--- config.mk ---
export PLATFORM = sky130hd
export DESIGN_NAME = flag_stack_register_flat
export DESIGN_NICKNAME = d
export VERILOG_FILES = /design/src/rtl/flag_stack_register_if.sv /design/src/rtl/flag_stack_register.sv /design/src/flat_wrapper.sv
export SDC_FILE = /design/constraint.sdc
export NUM_CORES = 1
export LEC_CHECK = 0
export CAP_MARGIN = 25
export CORE_UTILIZATION = 35
export DETAILED_ROUTE_END_ITERATION = 6
export GPL_TIMING_DRIVEN = 0
export SLEW_MARGIN = 40
export SYNTH_ARGS = -nofsm -noshare
export SYNTH_HDL_FRONTEND = slang
export SYNTH_SLANG_ARGS = --single-unit
--- constraint.sdc ---
create_clock -name clk -period 4.7 [get_ports clk]
set_input_delay 1.41 -clock clk [delete_from_list [all_inputs] [get_ports clk]]
set_output_delay 1.41 -clock clk [all_outputs]
set_load 0.01 [all_outputs]
--- src/rtl/flag_stack_register_if.sv ---
// Flag register bus: ALU-side writes, save/restore controls
// and the registered flag/stack status seen by branch logic.
interface flag_stack_register_if #(
    parameter int FLAG_W = 4,
    parameter int DEPTH  = 4,
    parameter int SP_W   = $clog2(DEPTH + 1)
);
    logic [FLAG_W-1:0] wr_en;
    logic [FLAG_W-1:0] flags_in;
    logic              push;
    logic              pop;
    logic              err_clr;
    logic [FLAG_W-1:0] flags;
    logic [SP_W-1:0]   sp;
    logic              full;
    logic              empty;
    logic              ovf;
    logic              unf;

    modport master (
        output wr_en, flags_in, push, pop, err_clr,
        input  flags, sp, full, empty, ovf, unf
    );

    modport slave (
        input  wr_en, flags_in, push, pop, err_clr,
        output flags, sp, full, empty, ovf, unf
    );
endinterface

--- src/rtl/flag_stack_register.sv ---
// Condition-flag register with a DEPTH-entry save/restore stack.
// Optional macro FLAG_STACK_BYPASS_EN forwards next flags combinationally.
module flag_stack_register #(
    parameter int FLAG_W = 4,
    parameter int DEPTH  = 4,
    parameter int SP_W   = $clog2(DEPTH + 1)
) (
    input logic clk,
    input logic clrn,
    flag_stack_register_if.slave bus
);
    localparam int IDX_W = (DEPTH > 1) ? $clog2(DEPTH) : 1;

    logic [FLAG_W-1:0] flags_q, flags_d;
    logic [SP_W-1:0]   sp_q, sp_d;
    logic              ovf_q, ovf_d;
    logic              unf_q, unf_d;
    logic [FLAG_W-1:0] stack_q [DEPTH];

    logic              full, empty;
    logic              do_push, do_pop;
    logic              push_only, pop_only;
    logic [IDX_W-1:0]  push_idx, top_idx;
    logic [FLAG_W-1:0] top;
    logic [FLAG_W-1:0] base;

    assign full  = (sp_q == SP_W'(DEPTH));
    assign empty = (sp_q == '0);

    // Next-state: stack decisions, then masked write overlays restored flags.
    always_comb begin
        push_only = bus.push & ~bus.pop;
        pop_only  = bus.pop & ~bus.push;
        do_push   = push_only & ~full;
        do_pop    = pop_only & ~empty;
        push_idx  = IDX_W'(sp_q);
        top_idx   = IDX_W'(sp_q - SP_W'(1));
        top       = stack_q[top_idx];
        base      = do_pop ? top : flags_q;
        flags_d   = (base & ~bus.wr_en) | (bus.flags_in & bus.wr_en);
        sp_d      = sp_q;
        if (do_push) sp_d = sp_q + SP_W'(1);
        if (do_pop)  sp_d = sp_q - SP_W'(1);
        ovf_d = (ovf_q & ~bus.err_clr) | (push_only & full);
        unf_d = (unf_q & ~bus.err_clr) | (pop_only & empty);
    end

    // Live flags, occupancy and sticky errors; reset empties the stack.
    always_ff @(posedge clk) begin
        if (!clrn) begin
            flags_q <= '0;
            sp_q    <= '0;
            ovf_q   <= 1'b0;
            unf_q   <= 1'b0;
        end else begin
            flags_q <= flags_d;
            sp_q    <= sp_d;
            ovf_q   <= ovf_d;
            unf_q   <= unf_d;
        end
    end

    // Save pre-write live flags at the current top on an accepted push.
    always_ff @(posedge clk) begin
        if (clrn && do_push) stack_q[push_idx] <= flags_q;
    end

`ifdef FLAG_STACK_BYPASS_EN
    assign bus.flags = flags_d;
`else
    assign bus.flags = flags_q;
`endif
    assign bus.sp    = sp_q;
    assign bus.full  = full;
    assign bus.empty = empty;
    assign bus.ovf   = ovf_q;
    assign bus.unf   = unf_q;
endmodule
--- src/flat_wrapper.sv ---
// flat-port wrapper written by rule: the top's interface ports become plain ports
module flag_stack_register_flat 
#(
    parameter int FLAG_W = 4,
    parameter int DEPTH  = 4,
    parameter int SP_W   = $clog2(DEPTH + 1)
)
  (clk, clrn, bus_wr_en, bus_flags_in, bus_push, bus_pop, bus_err_clr, bus_flags, bus_sp, bus_full, bus_empty, bus_ovf, bus_unf);
  flag_stack_register_if #(.FLAG_W(FLAG_W), .DEPTH(DEPTH), .SP_W(SP_W)) bus_i ();
  input logic clk;
  input logic clrn;
  input wire logic [$bits(bus_i.wr_en)-1:0] bus_wr_en;
  input wire logic [$bits(bus_i.flags_in)-1:0] bus_flags_in;
  input wire logic [$bits(bus_i.push)-1:0] bus_push;
  input wire logic [$bits(bus_i.pop)-1:0] bus_pop;
  input wire logic [$bits(bus_i.err_clr)-1:0] bus_err_clr;
  output wire logic [$bits(bus_i.flags)-1:0] bus_flags;
  output wire logic [$bits(bus_i.sp)-1:0] bus_sp;
  output wire logic [$bits(bus_i.full)-1:0] bus_full;
  output wire logic [$bits(bus_i.empty)-1:0] bus_empty;
  output wire logic [$bits(bus_i.ovf)-1:0] bus_ovf;
  output wire logic [$bits(bus_i.unf)-1:0] bus_unf;
  assign bus_i.wr_en = bus_wr_en;
  assign bus_i.flags_in = bus_flags_in;
  assign bus_i.push = bus_push;
  assign bus_i.pop = bus_pop;
  assign bus_i.err_clr = bus_err_clr;
  assign bus_flags = bus_i.flags;
  assign bus_sp = bus_i.sp;
  assign bus_full = bus_i.full;
  assign bus_empty = bus_i.empty;
  assign bus_ovf = bus_i.ovf;
  assign bus_unf = bus_i.unf;
  flag_stack_register #(.FLAG_W(FLAG_W), .DEPTH(DEPTH), .SP_W(SP_W)) u_core (.clk(clk), .clrn(clrn), .bus(bus_i));
endmodule
# [After elaboration in Yosys (flattened, before gate mapping)]
# Memory sizes are Yosys's and may differ from the RTL's.
# Cells that the tools add are included.
[word_totals] memories=1 out_inout_bits=11 reg_bits=9 word_cells=35 ramBits=16 inputBits=13
[op_classes] n_addsub=2 reduce_logical=3 eq_ne=1 bitwise_logic=19 mux=5
[mem_list] name="u_core.stack_q" words=4 width=4 rd=1 rd_ports_with_merged_regs=0 wr=1 line="flag_stack_register.sv:18" text="logic [FLAG_W-1:0] stack_q [DEPTH];"
[ops] cell="AND 1 bit" count=8
[ops] cell="AND 4 bit" count=2
[ops] cell="two-way mux 3 bit" count=2
[ops] cell="inverter 1 bit" count=5
[ops] cell="two-way mux 4 bit" count=1
[ops] cell="inverter 4 bit" count=1
[ops] cell="bitwise OR 4 bit" count=1
[ops] cell="adder 3 x 1 -> 3 bit, second input constant" count=1
[ops] cell="== test 3 bit, second input constant" count=1
[ops] cell="zero test 3 bit" count=1
[ops] cell="subtractor 3 x 1 -> 3 bit, second input constant" count=1
[ops] cell="two-way mux 1 bit" count=2
[ops] cell="bitwise OR 1 bit" count=2
[ops] cell="nonzero test 2 bit" count=1
[ops] cell="logical AND 1 bit" count=1

# [Depth between registers and ports, before layout]
# Gate-level depths: netlist of the first run.
[logic_depth] word_depth=6 ltp_mapped=8 ltp_nobuf=7

# [Worst setup path after synthesis of the first run]
# Ideal clock, no wire load.
[synth_path] path_kind="register to output" start="register u_core.sp_q[0] (netlist: u_core.bus.sp[0])" end="output port bus_empty" setup_slack_ns=2.212 arrival_ns=1.078 path_buffers=1 stages_incl_launch_ff=5 t_required_ns=3.290 path_cell_list="dfxtp_1 > buf_6 > inv_1 > ha_1 > ha_1"
[synth_between] elab_chain_len=1
[synth_rtl] item="from (decl)" line="flag_stack_register.sv:15" text="logic [SP_W-1:0] sp_q, sp_d;"
[synth_rtl] item="from (signal assigned)" line="flag_stack_register.sv:57" text="sp_q <= sp_d;"
[synth_rtl] item="zero test 3 bit" line="flag_stack_register.sv:28" text="assign empty = (sp_q == '0);"
[synth_rtl] item="to (decl)" line="flat_wrapper.sv:20" text="output wire logic [$bits(bus_i.empty)-1:0] bus_empty;"
# No other way between the ends.

# [Final worst setup path of the first run]
# Same ends and word-level chain as after synthesis.

==> run summary, run 1 <==
With fillers left out, the area of the finished cells amounts to 1463 um^2. The tree is rooted in a sky130_fd_sc_hd__clkbuf_4. Setup repair after global routing left no endpoint under its margin. The fraction of layout cells with a size suffix above 1 was 18.97%; the final clock skew was 0.004735 ns. The final routed wire length divided by cell count is 13.68 um, and the minimum clock period after layout is 3.359 ns. Summing the areas of all compound-gate instances in the mapped netlist gives 10.91% of the synthesized area.

For the maximum vdd drop, the log shows 0.0001486 V. STA classifies the critical path startpoint as a register. For the pin with the worst max-slew slack, the measured transition is 0.6201 ns.

The class of the most critical hold timing path is reg2reg. From synthesis to final layout, the design area changed by 27.48%. The total of buffers placed on input and output ports is 23, and the CTS clock-pin slew for the worst setup and hold paths is 0.14 ns. The logs give 0 ns for the setup TNS and 1.95 ns for the worst path arrival time.

In this run the cell area of the synthesized design comes to 1147 um^2. In this run the core area contains 20 standard-cell rows. Averaged over all synthesized cells, the footprint is 12.89 um^2. In this run the worst path has a maximum fanout of 7. The longest clock path from root to sink contains 2 buffers. The number of setup buffers added after CTS is 0. After filler insertion, the fill cell instance count of the layout stands at 286.

Detailed routing inserted a total of 749 vias. The logs give 89 for the synthesized instance count and 56.1% for the share of total power in sequential cells. For this run, the number of Yosys warnings is 0. Global routing consumed, on the met2 layer, 23.27% of the routing resources. For this run, the detailed router's first-pass iteration total came to 4. In this run the remaining antenna-violating nets after routing total 0.

For the post-cts resize count, the log shows 0. After synthesis, the share of cell area in mux cells is 7.852%. After detailed routing, the number of vias per cell comes to 4.681. After synthesis, the cell types taking the most area are sky130_fd_sc_hd__edfxtp_1 42%, sky130_fd_sc_hd__dfxtp_1 16%, sky130_fd_sc_hd__mux4_2 7.9%, sky130_fd_sc_hd__ha_1 6.5%, sky130_fd_sc_hd__a21oi_1 4.4%.

The run gives 0 as the overall overflow remaining after global route. After synthesis the netlist holds a flip-flop and latch count of 25. The internal portion of total power came out at 0.0003295 W. The global placement routability congestion was 0.7299. The required time of the critical path was 3.29 ns; the power spent charging and discharging nets was 0.0001195 W.

The H-tree depth was 1. The largest family of logic cells by synthesized area is simple AND/OR/NAND/NOR gates. The total count of max-transition violations in the final report is 0. Final number of setup-violating endpoints: 0. The area of the placeable core is 3078 um^2, and the proportion of power drawn by the clock network is 22.0%. After Yosys synthesis, XOR and XNOR cells account for 0% of the synthesized area.

The final period utilization came out at 71.47%. Busiest layer in global routing: met2. Sequential cells were found to cover 57.58% of the synthesized design area. In this run, the combinational gates consume 21.9% of the power. The leakage power was 0.5326 nW; the count of max-cap constraint violations was 0.

Timing would allow up to 297.7 MHz. The tightest hold margin is 0.4950 ns, and the number of hold buffers added after cts is 0. In this run the vertical extent of the chip is 59.26 um. After legalization and detailed placement, the total HPWL measured 1654 um. The tools report the post-place instance area as 1433 um^2. The fraction of the mapped netlist area in adder cells was 6.543%; the final layout net count was 136. Counting every net in the synthesized netlist gives 108.

For this run, global-route usage on met3 was measured as 2.620%. CTS saw 25 sinks. The tools report the source-to-sink clock delay at the later pin of the worst-skew pair as 0.32 ns. TritonCTS built the clock tree. The fraction of post-synthesis cell area in the top cell type by area was 41.88%; the via count of the first global-routing pass was 758. 24 I/O pins were placed. The number of buffers added by the clock tree synthesis step is 3, and the areal power density over the cells is 307.0 nW/um^2. The tools report the endpoint kind of the worst setup timing path as a primary output. The floorplan die area is 3511 um^2. The flow ran to the end, and the final reports show no timing, DRC or antenna violations. Entering global routing, the biggest net connects 16 pins. The die is 59.26 um wide. For this run, global-route usage on met1 was measured as 18.44%. Library cell with the largest summed area after synthesis: sky130_fd_sc_hd__edfxtp_1. The overall track demand over capacity in global routing was 14.09%. The worst setup path is of the reg2out kind.

In this run the tightest slew margin relative to its limit is 58.48%. The global-route wire length before repair came out at 3484 um. The total detailed-routing wirelength was 2189 um; the simple-gate area share of the yosys netlist was 12.32%.

The detailed router finished its first iteration with 20 violations. The logs give 0 for the number of antenna violations at the first check in global routing and 0 for the number of antenna diodes. The switching fraction of total power was 26.61%; the number of hold violations in the final report was 0. For the post-detailed-route DRC marker count, the log shows 0.

In this run, distinct cell masters in the synthesized netlist total 29. The run gives 37.28% as the initial core utilization.
cell type report:
cell class	count	area, um^2	area share [%]
clock buffer	3	22.52	1.540
multi-input combinational	52	431.7	29.51
inverter	9	35.03	2.395
timing repair buffer	23	230.2	15.74
sequential	25	660.6	45.17
clock inverter	1	7.507	0.5133
tap	44	55.05	3.764
buffer	3	20.02	1.369
metrics by stage:
| step | setup slack (ns) | instances | power, W | utilization, % |
|---|---|---|---|---|
| 5_1_grt | 1.224 | 160 | 0.0004713 | 47.52 |
| 4_1_cts | 1.309 | 160 | 0.0004538 | 47.52 |
| 3_5_place_dp | 1.686 | 156 | 0.0003562 | 46.54 |
| 3_3_place_gp | 1.714 | 156 | 0.0003551 | 46.54 |
| 2_1_floorplan | 2.212 | 89 | 0.0003120 | - |
| 6_report | 1.341 | 160 | 0.0004490 | 47.52 |
path summary, 6_finish.rpt:
kind         slack [ns]               end              from  cells after the start
max                1.34         bus_empty  u_core.bus.sp[0]                      5
min                0.50    u_core.bus.unf    u_core.bus.unf                      2
max reg2reg        2.57  u_core.bus.sp[0]  u_core.bus.sp[0]                      7
min reg2reg        0.50    u_core.bus.unf    u_core.bus.unf                      2
cell families after synthesis:
logic type	count (synthesis)
and+or+nand+nor	21
AOI/OAI and AO/OA	21
muxes	4
adders and majority gates	6
buffers and inverters	12
DFF	25
cell usage after synthesis, drive strengths merged:
| master | instances |
|---|---|
| a21oi | 10 |
| mux4 | 4 |
| dfxtp | 9 |
| nand2b | 2 |
| nand3b | 1 |
| a21boi | 2 |
| o21ai | 5 |
| edfxtp | 16 |
| nand2 | 7 |
| ha | 6 |
| or3 | 1 |
| a31oi | 1 |
| inv | 8 |
| a21o | 1 |
| a211o | 1 |
| o22ai | 1 |
| nor2 | 2 |
| and2 | 1 |
| or3b | 1 |
| clkinv | 1 |
| clkbuf | 2 |
| nor3b | 1 |
| and3 | 5 |
| buf | 1 |
cells in the final DEF, fill, tap and decap left out, drive strengths merged, types with 2 or more instances in the layout:
cell type / instances
clkdlybuf4s50: 23
edfxtp: 16
a21oi: 10
dfxtp: 9
inv: 8
nand2: 7
ha: 6
o21ai: 5
and3: 5
clkbuf: 5
mux4: 4
nand2b: 2
nor2: 2
a21boi: 2
worst max-delay path: stages, from the launching register on:
cell	delay, ns
sky130_fd_sc_hd__dfxtp_1	0.43
sky130_fd_sc_hd__buf_6	0.17
sky130_fd_sc_hd__inv_1	0.09
sky130_fd_sc_hd__ha_1	0.22
sky130_fd_sc_hd__ha_1	0.23
sky130_fd_sc_hd__clkdlybuf4s50_1	0.50
power groups by stage:
stage / Combinational, W / Sequential, W / Clock (W)
4_1_cts: 0.0000995 / 0.000252 / 0.000102
6_report: 0.0000983 / 0.000252 / 0.0000988
3_5_place_dp: 0.0000991 / 0.000257 / 0
3_3_place_gp: 0.0000984 / 0.000257 / 0
2_1_floorplan: 0.0000538 / 0.000258 / 0
5_1_grt: 0.000109 / 0.000253 / 0.000109
layer usage:
metal	part of all wire (%)	wire, um	vias to the layer above
met4	0.59	13	0
met1	46	1016	357
li1	-	-	377
met2	50	1094	13
met5	0	0	-
met3	3.0	65	2
(Power assumes the default switching activity.)
==> inputs of run 2 (changes only) <==
==> constraint.sdc (replaced) <==
create_clock -name clk -period 2.8 [get_ports clk]
set_input_delay 0.84 -clock clk [delete_from_list [all_inputs] [get_ports clk]]
set_output_delay 0.84 -clock clk [all_outputs]
set_load 0.01 [all_outputs]
==> run 2 against run 1 <==
  * Die area is the same
  * Via count grew 0.13%
  * Global-route usage is essentially flat
  * Critical path depth grew 1
  * Cell count is the same
  * Combinational power grew 68%
  * Clock power grew 68%
  * Critical path type unchanged
  * Largest power group unchanged
==> run summary, run 2 (synthesized netlist as in run 1, its figures left out) <==
In this run, CTS created clock tree buffers numbering 3. The overall overflow remaining after global route was 0. The count of max-cap constraint violations was 0; the floorplan die area was 3511 um^2. Combinational logic burns 21.9% of the power.

TritonCTS built the clock tree. Number of hold violations in the final report: 0. Of the total power, the share spent switching nets is 26.58%.

Leaving out fill and tap cells, the most frequent cells in the layout are 22 x sky130_fd_sc_hd__clkdlybuf4s50_1, 16 x sky130_fd_sc_hd__edfxtp_1, 10 x sky130_fd_sc_hd__a21oi_1. Leakage power: 0.5381 nW. The floorplan step set the die height to 59.26 um. The wire-length estimate of the detail-placed layout is 1654 um. Setup slack on the critical path of the routed design comes to 0.1538 ns. The clock period could shrink to 2.646 ns.

STA puts the critical path data required time at 1.96 ns. The signal on the critical path passes through buf_6, inv_1, ha_1, nand2_1, clkinv_2, clkdlybuf4s50_1. The share of total power dissipated in the clock network is 22.0%. The kind of cell adding the most delay to the critical path was buffers and inverters. The post-detailed-route DRC marker count is 0.

The final routed wire length divided by cell count was 13.65 um; the relative slew slack was 59.28%. For the final routed database, the setup TNS stands at 0 ns. For the pin with the worst max-slew slack, the measured transition is 0.6081 ns. The largest net degree at the start of global routing is 16, and the post-CTS setup buffer count is 0. The run gives 1 as the H-tree depth. The buffer type at the clock tree root was sky130_fd_sc_hd__clkbuf_4. After clock tree synthesis, the clock-pin slew on the worst setup and hold paths is 0.14 ns.

The run gives 0 as the remaining antenna violation count after routing. The tools report the area of the placeable core as 3078 um^2. Setup violations remaining at the end of the flow were counted as 0. Leaving out fill and tap cells, the most frequent cell in the layout is sky130_fd_sc_hd__clkdlybuf4s50_1. Of the total power, registers draw 56.1%.

The initial core utilization was 37.28%; the internal portion of total power was 0.0005538 W. The first global-routing pass estimated 3498 um of wire. Floorplan die width: 59.26 um. The class of the most critical hold timing path is reg2reg.

The number of buffers between clock root and the deepest sink is 2. The worst path uses 94.51% of the clock period. The detailed router placed 750 vias in this run. The first detailed-routing pass took 4 iterations. The longest individual stage delay on the worst path was 0.48 ns; the detailed router's first-iteration violation count was 20. The areal power density over the cells is 513.5 nW/um^2. Number of cells on the worst hold path: 2. The number of antenna violations at the first check in global routing is 0. The logs give 0.004680 ns for the final clock skew and 0.3564 ns for the pre-CTS setup slack.

The number of cells on the worst reg-to-reg path was 7; the total count of max-transition violations in the final report was 0. For the fmax, the log shows 377.9 MHz. Clock latency on the worst-skew pair, taken at its later pin, is 0.32 ns. The global placement routability congestion was 0.7299; the number of clock sinks seen by CTS was 25.

After detailed placement, the design holds a cell count of 156. Across the VDD grid, the largest voltage drop is 0.0002494 V. The number of antenna diodes came out at 0.

The power spent charging and discharging nets was 0.0002005 W. During I/O placement, the number of pins put on the boundary was 24. By startpoint and endpoint, the worst setup path is classified as reg2out.

The worst setup path is captured at a primary output. Category of the worst setup path launch point: a register. Setup repair after global routing left no endpoint under its margin.

The flow ran to the end, and the final reports show no timing, DRC or antenna violations. The total detailed-routing wirelength is 2184 um, and the critical path buffer and inverter count is 4. The slowest cell on the critical path is sky130_fd_sc_hd__clkdlybuf4s50_1. The post-route netlist has 20.69% of its cells at a drive strength greater than 1. Data on the critical path arrives at its endpoint at 1.81 ns. In this run, post-CTS hold repair placed 0 buffers. Largest fanout on the critical path: 7. The number of rows created at floorplan was 20.

The tools report the via count of the first global-routing pass as 764. The count of cells in the finished layout, fillers not included, comes to 160. After the last flow step, the layout net total stands at 136. The total of buffers placed on input and output ports came out at 23. The area growth from synthesis to layout is 28.03%.

The run gives 14.14% as the overall track demand over capacity in global routing. Via density per instance: 4.688. In this run the number of cells on the critical path is 6.
-- run 2: timing repair --
action	4_1_cts	5_1_grt
cloned	0	0
resized for setup	1	2
setup endpoints to repair	1	1
pin swaps	0	0
-- run 2: final cells by class --
type / count / area [um^2]
plain buffers: 3 / 20.02
clock buffers: 3 / 22.52
clock inverters: 1 / 7.507
fillers: 283 / 1609
inverters: 9 / 35.03
multi-input cells: 52 / 434.2
flip-flops and latches: 25 / 661.9
well taps: 44 / 55.05
repair buffers: 23 / 232.7
-- run 2: metrics by stage --
| stage | area, um^2 | hold WS, ns | util, % | total power [W] |
|---|---|---|---|---|
| floorplan | 1147 | 0.4974 | - | 0.0005237 |
| detailed placement | 1433 | 0.4813 | 46.54 | 0.0005979 |
| CTS | 1464 | 0.5001 | 47.56 | 0.0007622 |
| global route | 1469 | 0.5244 | 47.72 | 0.0007931 |
| finish | 1469 | 0.4950 | 47.72 | 0.0007543 |
| global placement | 1433 | 0.4717 | 46.54 | 0.0005960 |
-- run 2: path summary, 6_finish.rpt --
path,from,end,slack (ns)
setup reg to reg,u_core.bus.sp[0],u_core.bus.sp[0],0.77
setup / recovery,u_core.bus.sp[0],bus_full,0.15
hold reg to reg,u_core.bus.unf,u_core.bus.unf,0.50
hold / removal,u_core.bus.unf,u_core.bus.unf,0.50
-- run 2: worst reg2reg max path, cell delays in order, from the launching register on --
cell,delay (ns)
sky130_fd_sc_hd__dfxtp_2,0.39
sky130_fd_sc_hd__buf_6,0.15
sky130_fd_sc_hd__inv_1,0.09
sky130_fd_sc_hd__ha_1,0.22
sky130_fd_sc_hd__ha_2,0.20
sky130_fd_sc_hd__nor3b_2,0.54
sky130_fd_sc_hd__o21ai_0,0.15
sky130_fd_sc_hd__and3_1,0.20
-- run 2: power by group through the flow --
stage          clock, W  combinational, W  sequential [W]
2_1_floorplan         0         0.0000903        0.000433
6_report       0.000166          0.000165        0.000423
3_5_place_dp          0          0.000166        0.000432
4_1_cts        0.000171          0.000167        0.000424
5_1_grt        0.000183          0.000184        0.000426
3_3_place_gp          0          0.000165        0.000431
-- run 2: routing by layer --
| metal | vias to the layer above | GRT usage [%] | wire length, um |
|---|---|---|---|
| met5 | - | 0 | 0 |
| met1 | 357 | 18.44 | 1010 |
| li1 | 378 | - | - |
| met3 | 2 | 2.620 | 65 |
| met4 | 0 | 5.102 | 13 |
| met2 | 13 | 23.43 | 1095 |
